## config.mk

```make
export PLATFORM = sky130hd
export DESIGN_NAME = m65_matrix_to_scancode
export DESIGN_NICKNAME = d
export VERILOG_FILES = /design/src/rtl/m65_kbd_pkg.sv /design/src/rtl/m65_kbd_event_fifo.sv /design/src/rtl/m65_matrix_to_scancode.sv
export SDC_FILE = /design/constraint.sdc
export NUM_CORES = 1
export LEC_CHECK = 0
export ABC_AREA = 1
export CAP_MARGIN = 5
export CORE_AREA = 2 2 95 189
export DETAILED_ROUTE_END_ITERATION = 10
export DIE_AREA = 0 0 97 191
export MAX_ROUTING_LAYER = met4
export PLACE_DENSITY = 0.74
export SYNTH_ARGS = -nofsm -noshare
export SYNTH_HDL_FRONTEND = slang
export SYNTH_SLANG_ARGS = --single-unit
```

## constraint.sdc

```tcl
create_clock -name clk -period 3.6 [get_ports clk]
set_input_delay 0.36 -clock clk [delete_from_list [all_inputs] [get_ports clk]]
set_output_delay 0.36 -clock clk [all_outputs]
set_load 0.02 [all_outputs]
```

## src/rtl/m65_kbd_pkg.sv

```systemverilog
`timescale 1ns/1ps
`default_nettype none
// ============================================================================
//  Module      : m65_kbd_pkg
//  Description : Shared types and constants for the MEGA65 matrix to PS/2
//                set-2 scancode translator: key count, MEGA key index, the
//                72-entry scancode table and the queued event record.
//  Revision    : 1.0 - initial release
// ============================================================================
package m65_kbd_pkg;

    localparam int NUM_KEYS     = 72;
    localparam int MEGA_KEY_IDX = 61;

    // One queued key event. Field order is also the FIFO storage layout.
    typedef struct packed {
        logic       ext;       // code needs an E0 prefix
        logic [6:0] code;      // set-2 code, low 7 bits
        logic       released;  // 1 = break, 0 = make
    } kbd_event_t;

    // Table entry as stored in SCAN_TABLE.
    typedef struct packed {
        logic       mapped;
        logic       ext;
        logic [6:0] code;
    } scan_entry_t;

    typedef enum logic [1:0] {
        ST_IDLE = 2'd0,
        ST_EMIT = 2'd1,
        ST_GAP  = 2'd2
    } emit_state_t;

    // {mapped, ext, code[6:0]}: 9'h1xx = plain code xx, 9'h18x/9'h1Fx = E0
    // prefixed, 9'h000 = no PS/2 equivalent. Codes that need bit 7
    // (F7 = 0x83) cannot be represented and are left unmapped.
    localparam logic [8:0] SCAN_TABLE [NUM_KEYS] = '{
        // DEL    RETURN  CRSR-R  F7      F1      F3      F5      CRSR-D
        9'h166, 9'h15A, 9'h1F4, 9'h000, 9'h105, 9'h104, 9'h103, 9'h1F2,
        // 3      W       A       4       Z       S       E       LSHIFT
        9'h126, 9'h11D, 9'h11C, 9'h125, 9'h11A, 9'h11B, 9'h124, 9'h112,
        // 5      R       D       6       C       F       T       X
        9'h12E, 9'h12D, 9'h123, 9'h136, 9'h121, 9'h12B, 9'h12C, 9'h122,
        // 7      Y       G       8       B       H       U       V
        9'h13D, 9'h135, 9'h134, 9'h13E, 9'h132, 9'h133, 9'h13C, 9'h12A,
        // 9      I       J       0       M       K       O       N
        9'h146, 9'h143, 9'h13B, 9'h145, 9'h13A, 9'h142, 9'h144, 9'h131,
        // +      P       L       -       .       :       @       ,
        9'h155, 9'h14D, 9'h14B, 9'h14E, 9'h149, 9'h14C, 9'h154, 9'h141,
        // POUND  *       ;       HOME    RSHIFT  =       UP-ARR  /
        9'h000, 9'h15B, 9'h152, 9'h1EC, 9'h159, 9'h15D, 9'h000, 9'h14A,
        // 1      <-      CTRL    2       SPACE   MEGA    Q       RUN/STOP
        9'h116, 9'h10E, 9'h114, 9'h11E, 9'h129, 9'h000, 9'h115, 9'h176,
        // NOSCRL TAB     ALT     HELP    F9      F11     F13     ESC
        9'h17E, 9'h10D, 9'h111, 9'h000, 9'h101, 9'h178, 9'h000, 9'h176
    };

    // Out-of-range indices read back as an unmapped entry.
    function automatic scan_entry_t scan_lookup(input logic [6:0] idx);
        scan_entry_t entry;
        entry = '0;
        if (idx < 7'(NUM_KEYS)) begin
            entry = scan_entry_t'(SCAN_TABLE[idx]);
        end
        return entry;
    endfunction

endpackage : m65_kbd_pkg
`default_nettype wire

```

## src/rtl/m65_kbd_event_fifo.sv

```systemverilog
`timescale 1ns/1ps
`default_nettype none
// ============================================================================
//  Module      : m65_kbd_event_fifo
//  Description : Synchronous show-ahead FIFO for key events. A push into a
//                full FIFO is accepted only when a pop happens on the same
//                edge; a push into an empty FIFO is not visible at o_head
//                until the following cycle.
//  Ports       : clk, rst_n (async active-low)
//                i_push/i_push_data  write side
//                i_pop               read side, o_head = oldest entry
//                o_full/o_empty      occupancy flags
//  Revision    : 1.0 - initial release
// ============================================================================
module m65_kbd_event_fifo #(
    parameter int DEPTH = 8,
    parameter int WIDTH = 9
) (
    input  logic             clk,
    input  logic             rst_n,
    input  logic             i_push,
    input  logic [WIDTH-1:0] i_push_data,
    input  logic             i_pop,
    output logic [WIDTH-1:0] o_head,
    output logic             o_full,
    output logic             o_empty
);

    localparam int             c_ptr_w   = (DEPTH > 1) ? $clog2(DEPTH) : 1;
    localparam logic [c_ptr_w:0]   c_depth   = (c_ptr_w + 1)'(DEPTH);
    localparam logic [c_ptr_w:0]   c_cnt_one = (c_ptr_w + 1)'(1);
    localparam logic [c_ptr_w-1:0] c_ptr_one = c_ptr_w'(1);

    logic [WIDTH-1:0]   r_mem [DEPTH];
    logic [c_ptr_w-1:0] r_wr_ptr;
    logic [c_ptr_w-1:0] r_rd_ptr;
    logic [c_ptr_w:0]   r_count;
    logic               w_do_push;
    logic               w_do_pop;

    assign o_empty   = (r_count == '0);
    assign o_full    = (r_count == c_depth);
    assign w_do_pop  = i_pop && !o_empty;
    assign w_do_push = i_push && (!o_full || w_do_pop);
    assign o_head    = r_mem[r_rd_ptr];

    // Depth is a power of two, so the pointers wrap by natural overflow.
    always_ff @(posedge clk or negedge rst_n) begin
        if (!rst_n) begin
            r_wr_ptr <= '0;
            r_rd_ptr <= '0;
            r_count  <= '0;
        end else begin
            if (w_do_push) begin
                r_wr_ptr <= r_wr_ptr + c_ptr_one;
            end
            if (w_do_pop) begin
                r_rd_ptr <= r_rd_ptr + c_ptr_one;
            end
            case ({w_do_push, w_do_pop})
                2'b10:   r_count <= r_count + c_cnt_one;
                2'b01:   r_count <= r_count - c_cnt_one;
                default: r_count <= r_count;
            endcase
        end
    end

    // Storage is never read while empty, so it needs no reset.
    always_ff @(posedge clk) begin
        if (w_do_push) begin
            r_mem[r_wr_ptr] <= i_push_data;
        end
    end

endmodule : m65_kbd_event_fifo
`default_nettype wire

```

## src/rtl/m65_matrix_to_scancode.sv

```systemverilog
`timescale 1ns/1ps
`default_nettype none
// ============================================================================
//  Module      : m65_matrix_to_scancode
//  Description : Tracks MEGA65 key-matrix state, turns each state change of
//                a mapped key into a PS/2 set-2 make/break event, queues it
//                and emits queued events one at a time with a minimum
//                spacing of GAP_CYCLES between scan_received pulses.
//  Ports       : clk, rst_n (async assert, sync release internally)
//                matrix_valid/matrix_idx/matrix_pressed  key change strobe
//                scan_received/scan/extended/released    emitted event
//                mega_pressed  live MEGA key level
//                overflow      sticky, an event was dropped on a full FIFO
//  Revision    : 1.0 - initial release
// ============================================================================
module m65_matrix_to_scancode #(
    parameter int FIFO_DEPTH = 8,
    parameter int GAP_CYCLES = 6
) (
    input  logic       clk,
    input  logic       rst_n,
    input  logic       matrix_valid,
    input  logic [6:0] matrix_idx,
    input  logic       matrix_pressed,
    output logic       scan_received,
    output logic [6:0] scan,
    output logic       extended,
    output logic       released,
    output logic       mega_pressed,
    output logic       overflow
);

    import m65_kbd_pkg::*;

    localparam int               c_gap_w    = (GAP_CYCLES > 1) ? $clog2(GAP_CYCLES) : 1;
    localparam logic [c_gap_w-1:0] c_gap_init = c_gap_w'(GAP_CYCLES - 1);
    localparam logic [c_gap_w-1:0] c_gap_one  = c_gap_w'(1);
    localparam logic [6:0]       c_num_keys = 7'(NUM_KEYS);
    localparam logic [6:0]       c_mega_idx = 7'(MEGA_KEY_IDX);

    // ------------------------------------------------------------------
    // Reset synchroniser: assertion passes straight through, release is
    // delayed two rising edges so no flop sees it near the clock edge.
    // ------------------------------------------------------------------
    logic [1:0] r_rst_sync;
    logic       w_rst_n;

    always_ff @(posedge clk or negedge rst_n) begin
        if (!rst_n) begin
            r_rst_sync <= 2'b00;
        end else begin
            r_rst_sync <= {r_rst_sync[0], 1'b1};
        end
    end

    assign w_rst_n = r_rst_sync[1];

    // ------------------------------------------------------------------
    // Key state and event generation
    // ------------------------------------------------------------------
    logic [NUM_KEYS-1:0] r_key_state;
    logic                r_overflow;
    scan_entry_t         w_entry;
    logic                w_idx_ok;
    logic                w_changed;
    logic                w_push;
    kbd_event_t          w_push_ev;

    assign w_entry   = scan_lookup(matrix_idx);
    assign w_idx_ok  = (matrix_idx < c_num_keys);
    assign w_changed = matrix_valid && w_idx_ok &&
                       (r_key_state[matrix_idx] != matrix_pressed);
    // The MEGA key only drives mega_pressed; it never becomes an event.
    assign w_push    = w_changed && w_entry.mapped && (matrix_idx != c_mega_idx);
    assign w_push_ev = '{ext: w_entry.ext, code: w_entry.code, released: ~matrix_pressed};

    // ------------------------------------------------------------------
    // Event FIFO
    // ------------------------------------------------------------------
    logic                     w_pop;
    logic                     w_fifo_full;
    logic                     w_fifo_empty;
    logic [$bits(kbd_event_t)-1:0] w_fifo_head;
    kbd_event_t               w_head;

    m65_kbd_event_fifo #(
        .DEPTH (FIFO_DEPTH),
        .WIDTH ($bits(kbd_event_t))
    ) u_event_fifo (
        .clk         (clk),
        .rst_n       (w_rst_n),
        .i_push      (w_push),
        .i_push_data (w_push_ev),
        .i_pop       (w_pop),
        .o_head      (w_fifo_head),
        .o_full      (w_fifo_full),
        .o_empty     (w_fifo_empty)
    );

    assign w_head = kbd_event_t'(w_fifo_head);

    always_ff @(posedge clk or negedge w_rst_n) begin
        if (!w_rst_n) begin
            r_key_state <= '0;
            r_overflow  <= 1'b0;
        end else begin
            if (w_changed) begin
                r_key_state[matrix_idx] <= matrix_pressed;
            end
            // Dropped only when no pop frees a slot on the same edge.
            if (w_push && w_fifo_full && !w_pop) begin
                r_overflow <= 1'b1;
            end
        end
    end

    // ------------------------------------------------------------------
    // Emitter: IDLE pops and loads, EMIT is the pulse cycle, GAP spaces
    // pulses out. Output fields hold until the next load.
    // ------------------------------------------------------------------
    emit_state_t        r_state;
    logic [c_gap_w-1:0] r_gap_cnt;
    logic               r_scan_received;
    logic [6:0]         r_scan;
    logic               r_extended;
    logic               r_released;

    assign w_pop = (r_state == ST_IDLE) && !w_fifo_empty;

    always_ff @(posedge clk or negedge w_rst_n) begin
        if (!w_rst_n) begin
            r_state         <= ST_IDLE;
            r_gap_cnt       <= '0;
            r_scan_received <= 1'b0;
            r_scan          <= '0;
            r_extended      <= 1'b0;
            r_released      <= 1'b0;
        end else begin
            r_scan_received <= 1'b0;
            case (r_state)
                ST_IDLE: begin
                    if (!w_fifo_empty) begin
                        r_scan          <= w_head.code;
                        r_extended      <= w_head.ext;
                        r_released      <= w_head.released;
                        r_scan_received <= 1'b1;
                        r_state         <= ST_EMIT;
                    end
                end
                ST_EMIT: begin
                    r_gap_cnt <= c_gap_init;
                    r_state   <= ST_GAP;
                end
                ST_GAP: begin
                    if (r_gap_cnt == '0) begin
                        r_state <= ST_IDLE;
                    end else begin
                        r_gap_cnt <= r_gap_cnt - c_gap_one;
                    end
                end
                default: r_state <= ST_IDLE;
            endcase
        end
    end

    assign scan_received = r_scan_received;
    assign scan          = r_scan;
    assign extended      = r_extended;
    assign released      = r_released;
    assign mega_pressed  = r_key_state[MEGA_KEY_IDX];
    assign overflow      = r_overflow;

endmodule : m65_matrix_to_scancode
`default_nettype wire

```

==> reports/metrics.yaml <==
drt:
  drt.antenna.violating_nets: 0
  detail_route.wl_per_cell_um: 17.47
  number_of_optimization_iterations_in_the_first_detailed_route_pass: 5
  drt-initial-drc-count: 722
  vias_per_cell: 5.920
  dr_total_vias: 8105
  routed_wirelength_um: 23910
  detail_route.drc_violations: 0
clock_network:
  clk_pin_slew_worst_paths_ns: 0.06
  clockBufferDepth: 2
  clkSinkCount: 172
  htree_num_levels: 4
  cts-buffers-inserted: 17
  root_buffer: "sky130_fd_sc_hd__clkbuf_16"
  tritoncts: "yes"
  insertion_delay_ns: 0.43
worst_setup_path:
  timing.critical_path.fanout_max: 149
  critPathKind: "primary input to flip-flop"
  critical_path_at_ns: 3.30
  worst_path_most_repeated_cell: "sky130_fd_sc_hd__nor2_1"
  slowest_stage: "sky130_fd_sc_hd__buf_12"
  end_kind: "flip-flop"
  timing.critical_path.from_type: "primary input"
  cp_slowest_stage_delay_ns: 0.41
  path_delay_family: "simple AND/OR/NAND/NOR gates"
  path_cells: "dlymetal6s2s_1, inv_2, nor2_4, nand3_1, nand2_1, nor2_1, nor2_1, nor2_1, nand2_1, nand2_1, nand3_1, nor2_1, nor2_4, buf_12, nand4_1, nor2_1, buf_4"
  crit_buf_inv: 4
  critPathRequiredTime_ns: 3.73
floorplan:
  fp-row-count: 68
  die_area_mm2: 0.01853
  die_span_in_x_um: 97
  die_h_um: 191
  core_area_mm2: 0.01710
  initial_core_util: 0.5399
  number_of_primary_i_o_pins: 23
power:
  seq_power_share: 0.427
  irDropWorstVdd_v: 0.0003802
  share_clk_of_total_power: 0.299
  design_power_total_mw: 5.826
  leakage_nw: 4.677
  power_report.internal_total_mw: 3.855
  power_switching_mw: 1.971
  swShare: 0.3383
  comb_power_share: 0.274
  power_density_mw_per_mm2: 559.5
logic_synthesis:
  muxShareOfSynthArea: 0.01098
  synth_enable_flop_cells: 72
  synth_adder_area_share: 0.02575
  synth_seq_area_share: 0.5052
  postSynthNetCount: 1150
  synthFlopType: "sky130_fd_sc_hd__dfrtp_1"
  yosys.cell_types.count: 42
  synthesis.area_mm2: 0.009233
  synth_compound_area_frac: 0.07196
  synth-xor-area-share: 0.006640
  post_synth_and_or_nand_nor_area_fraction: 0.3018
  asr_flop_ratio_synth: 0.5814
  synth.ff_latch_count: 172
  syn_avg_cell_area_um2: 8.243
  synthCells: 1120
  main_combinational_cell_family_by_area_after_synthesis: "simple AND/OR/NAND/NOR gates"
  synth-warning-count: 0
finish:
  antenna_cells: 0
  final_area_mm2: 0.01041
  finalNetCount: 1176
  final_core_occ: 0.6089
  area_growth_from_synthesis_to_final_layout_pct: 12.79
  drive_gt1_frac: 0.08887
  finish.cell_count_without_fillers: 1369
  final.fill_count: 1466
sta:
  f_max_mhz: 316.0
  timing.hold.ws_ns: 0.09280
  tns_ns: 0
  period_needed_ns: 3.165
  timing.max_slew.rel_slack: 0.2593
  timing_hold_violations_final: 0
  final.setup_skew_ns: 0.01080
  maxSlewViolCount: 0
  fin_ws_ns: 0.4355
  rsz0062_at_grt: "false"
  finalSetupViolCount: 0
  layout_worst_path_cycle_share: 0.8790
  worst-slew-pin-transition_ns: 1.111
global_route:
  largest_net_degree_at_the_start_of_global_routing: 150
  grt_pass1_wl_um: 39010
  grt.overflow.total: 0
  grt_util_all_layers: 0.2717
  via_count_of_the_first_global_routing_pass: 7664
  antenna_violations_before_repair: 0
place:
  gp_congestion: 0.9676
  dp.cells: 1336
  dp_hpwl_um: 14720
  dp_slack_ns: -0.1868
  port-buffer-count: 22
  place_area_mm2: 0.009833
outcome:
  result_of_the_run: "completed"
flow_run:
  max-cap-violations: 0
min_path:
  hold_path.class: "primary input to async pin"
-- Yosys cell counts, types with 2 or more instances --
master	count	area, µm²
sky130_fd_sc_hd__xnor2_1	4	35.03
sky130_fd_sc_hd__inv_2	6	22.52
sky130_fd_sc_hd__or2_1	3	18.77
sky130_fd_sc_hd__clkinv_1	7	26.28
sky130_fd_sc_hd__nor2_4	4	45.04
sky130_fd_sc_hd__nand4_1	79	494.2
sky130_fd_sc_hd__clkbuf_1	42	157.7
sky130_fd_sc_hd__o2111ai_1	3	26.28
sky130_fd_sc_hd__or2_2	4	25.02
sky130_fd_sc_hd__buf_2	18	90.09
sky130_fd_sc_hd__nand3_1	119	595.6
sky130_fd_sc_hd__o221ai_1	9	78.83
sky130_fd_sc_hd__nor3_1	2	10.01
sky130_fd_sc_hd__dfrtp_1	100	2502
sky130_fd_sc_hd__nand2_1	297	1115
sky130_fd_sc_hd__a221oi_1	4	35.03
sky130_fd_sc_hd__mux2i_1	9	90.09
sky130_fd_sc_hd__inv_1	94	352.8
sky130_fd_sc_hd__a31oi_1	4	25.02
sky130_fd_sc_hd__edfxtp_1	72	2162
sky130_fd_sc_hd__ha_1	19	237.7
sky130_fd_sc_hd__xor2_1	3	26.28
sky130_fd_sc_hd__buf_4	8	60.06
sky130_fd_sc_hd__and2_1	2	12.51
sky130_fd_sc_hd__nor2_1	121	454.2
sky130_fd_sc_hd__o21ai_0	40	200.2
sky130_fd_sc_hd__a211oi_1	2	15.01
sky130_fd_sc_hd__o32ai_1	9	78.83
sky130_fd_sc_hd__o211ai_1	12	90.09
sky130_fd_sc_hd__a21oi_1	12	60.06
-- area by class of cell --
| type | instances | area, µm² | area share |
|---|---|---|---|
| clock inverter | 13 | 116.4 | 0.01117 |
| sequential | 172 | 4668 | 0.4483 |
| tap | 210 | 262.8 | 0.02523 |
| inverter | 107 | 401.6 | 0.03857 |
| timing repair buffer | 75 | 650.6 | 0.06248 |
| multi-input combinational | 773 | 3871 | 0.3717 |
| clock buffer | 19 | 442.9 | 0.04253 |
-- power groups by stage --
stage	Sequential, mW	Combinational (mW)	Clock [mW]
global placement	2.52	1.54	0
finish	2.49	1.60	1.74
floorplan	2.49	1.10	0
detailed placement	2.52	1.59	0
global route	2.52	1.78	1.84
CTS	2.49	1.60	1.77
-- final timing paths --
path | from | to | slack, ns | cells after the start
min | rst_n | r_rst_sync[1]$_DFF_PN0_ | 0.09 | 1
min in group clk | r_rst_sync[0]$_DFF_PN0_ | r_rst_sync[1]$_DFF_PN0_ | 0.37 | 0
min reg2reg | r_rst_sync[0]$_DFF_PN0_ | r_rst_sync[1]$_DFF_PN0_ | 0.37 | 0
max reg2reg | r_key_state[0]$_DFFE_PN0P_ | u_event_fifo.r_mem[0][7]$_DFFE_PP_ | 0.56 | 16
max | matrix_idx[1] | u_event_fifo.r_mem[0][7]$_DFFE_PP_ | 0.44 | 17
max in group asynchronous | r_rst_sync[1]$_DFF_PN0_ | extended$_DFFE_PN0P_ | 2.18 | 1
-- registers in the layout, indices dropped and copies added, names as in the netlist --
register and flops:
overflow 1, r_gap_cnt 3, u_event_fifo.r_mem 72, u_event_fifo.r_wr_ptr 3, r_key_state 72, u_event_fifo.r_count 4
u_event_fifo.r_rd_ptr 3, extended 1, released 1, scan 7, r_rst_sync 2, scan_received 1
r_state 2
-- layout by cell type, fill, tap and decap left out, types with 4 or more instances in the layout --
cell type | synthesis | routed
sky130_fd_sc_hd__ha_1 | 19 | 19
sky130_fd_sc_hd__inv_1 | 94 | 94
sky130_fd_sc_hd__nand2_1 | 297 | 297
sky130_fd_sc_hd__a221oi_1 | 4 | 4
sky130_fd_sc_hd__o221ai_1 | 9 | 9
sky130_fd_sc_hd__o211ai_1 | 12 | 12
sky130_fd_sc_hd__mux2i_1 | 9 | 9
sky130_fd_sc_hd__o21ai_0 | 40 | 40
sky130_fd_sc_hd__nand3_1 | 119 | 119
sky130_fd_sc_hd__a31oi_1 | 4 | 4
sky130_fd_sc_hd__clkinv_4 | 0 | 4
sky130_fd_sc_hd__nor2_1 | 121 | 121
sky130_fd_sc_hd__dfrtp_1 | 100 | 99
sky130_fd_sc_hd__clkdlybuf4s50_1 | 0 | 18
sky130_fd_sc_hd__edfxtp_1 | 72 | 72
sky130_fd_sc_hd__xnor2_1 | 4 | 4
sky130_fd_sc_hd__nand4_1 | 79 | 79
sky130_fd_sc_hd__or2_2 | 4 | 4
sky130_fd_sc_hd__nor2_4 | 4 | 6
sky130_fd_sc_hd__buf_4 | 8 | 50
sky130_fd_sc_hd__a21oi_1 | 12 | 12
sky130_fd_sc_hd__clkinv_1 | 7 | 9
sky130_fd_sc_hd__o32ai_1 | 9 | 9
sky130_fd_sc_hd__clkbuf_16 | 0 | 17
sky130_fd_sc_hd__inv_2 | 6 | 6
-- logic make-up after synthesis --
logic type / Yosys count
and+or+nand+nor: 633
buffers and inverters: 176
xor gates and xnor gates: 7
muxes: 10
DFF: 172
other: 1
AOI/OAI and AO/OA: 102
adders and majority gates: 19
-- per-layer routing --
metal / wire length [µm] / global-route usage / up-vias
li1: - / - / 3821
met1: 10110 / 0.3646 / 3874
met2: 11390 / 0.4068 / 345
met3: 1613 / 0.04790 / 65
met4: 805 / 0.1219 / 0
met5: 0 / - / -
-- repair_timing --
action | 4_1_cts | 5_1_grt
endpoints found under the setup margin | 0 | 19
resized for setup | 0 | 4
buffers inserted | 0 | 0
hold buffers | 0 | 0
Power figures use the tool's default switching activity.
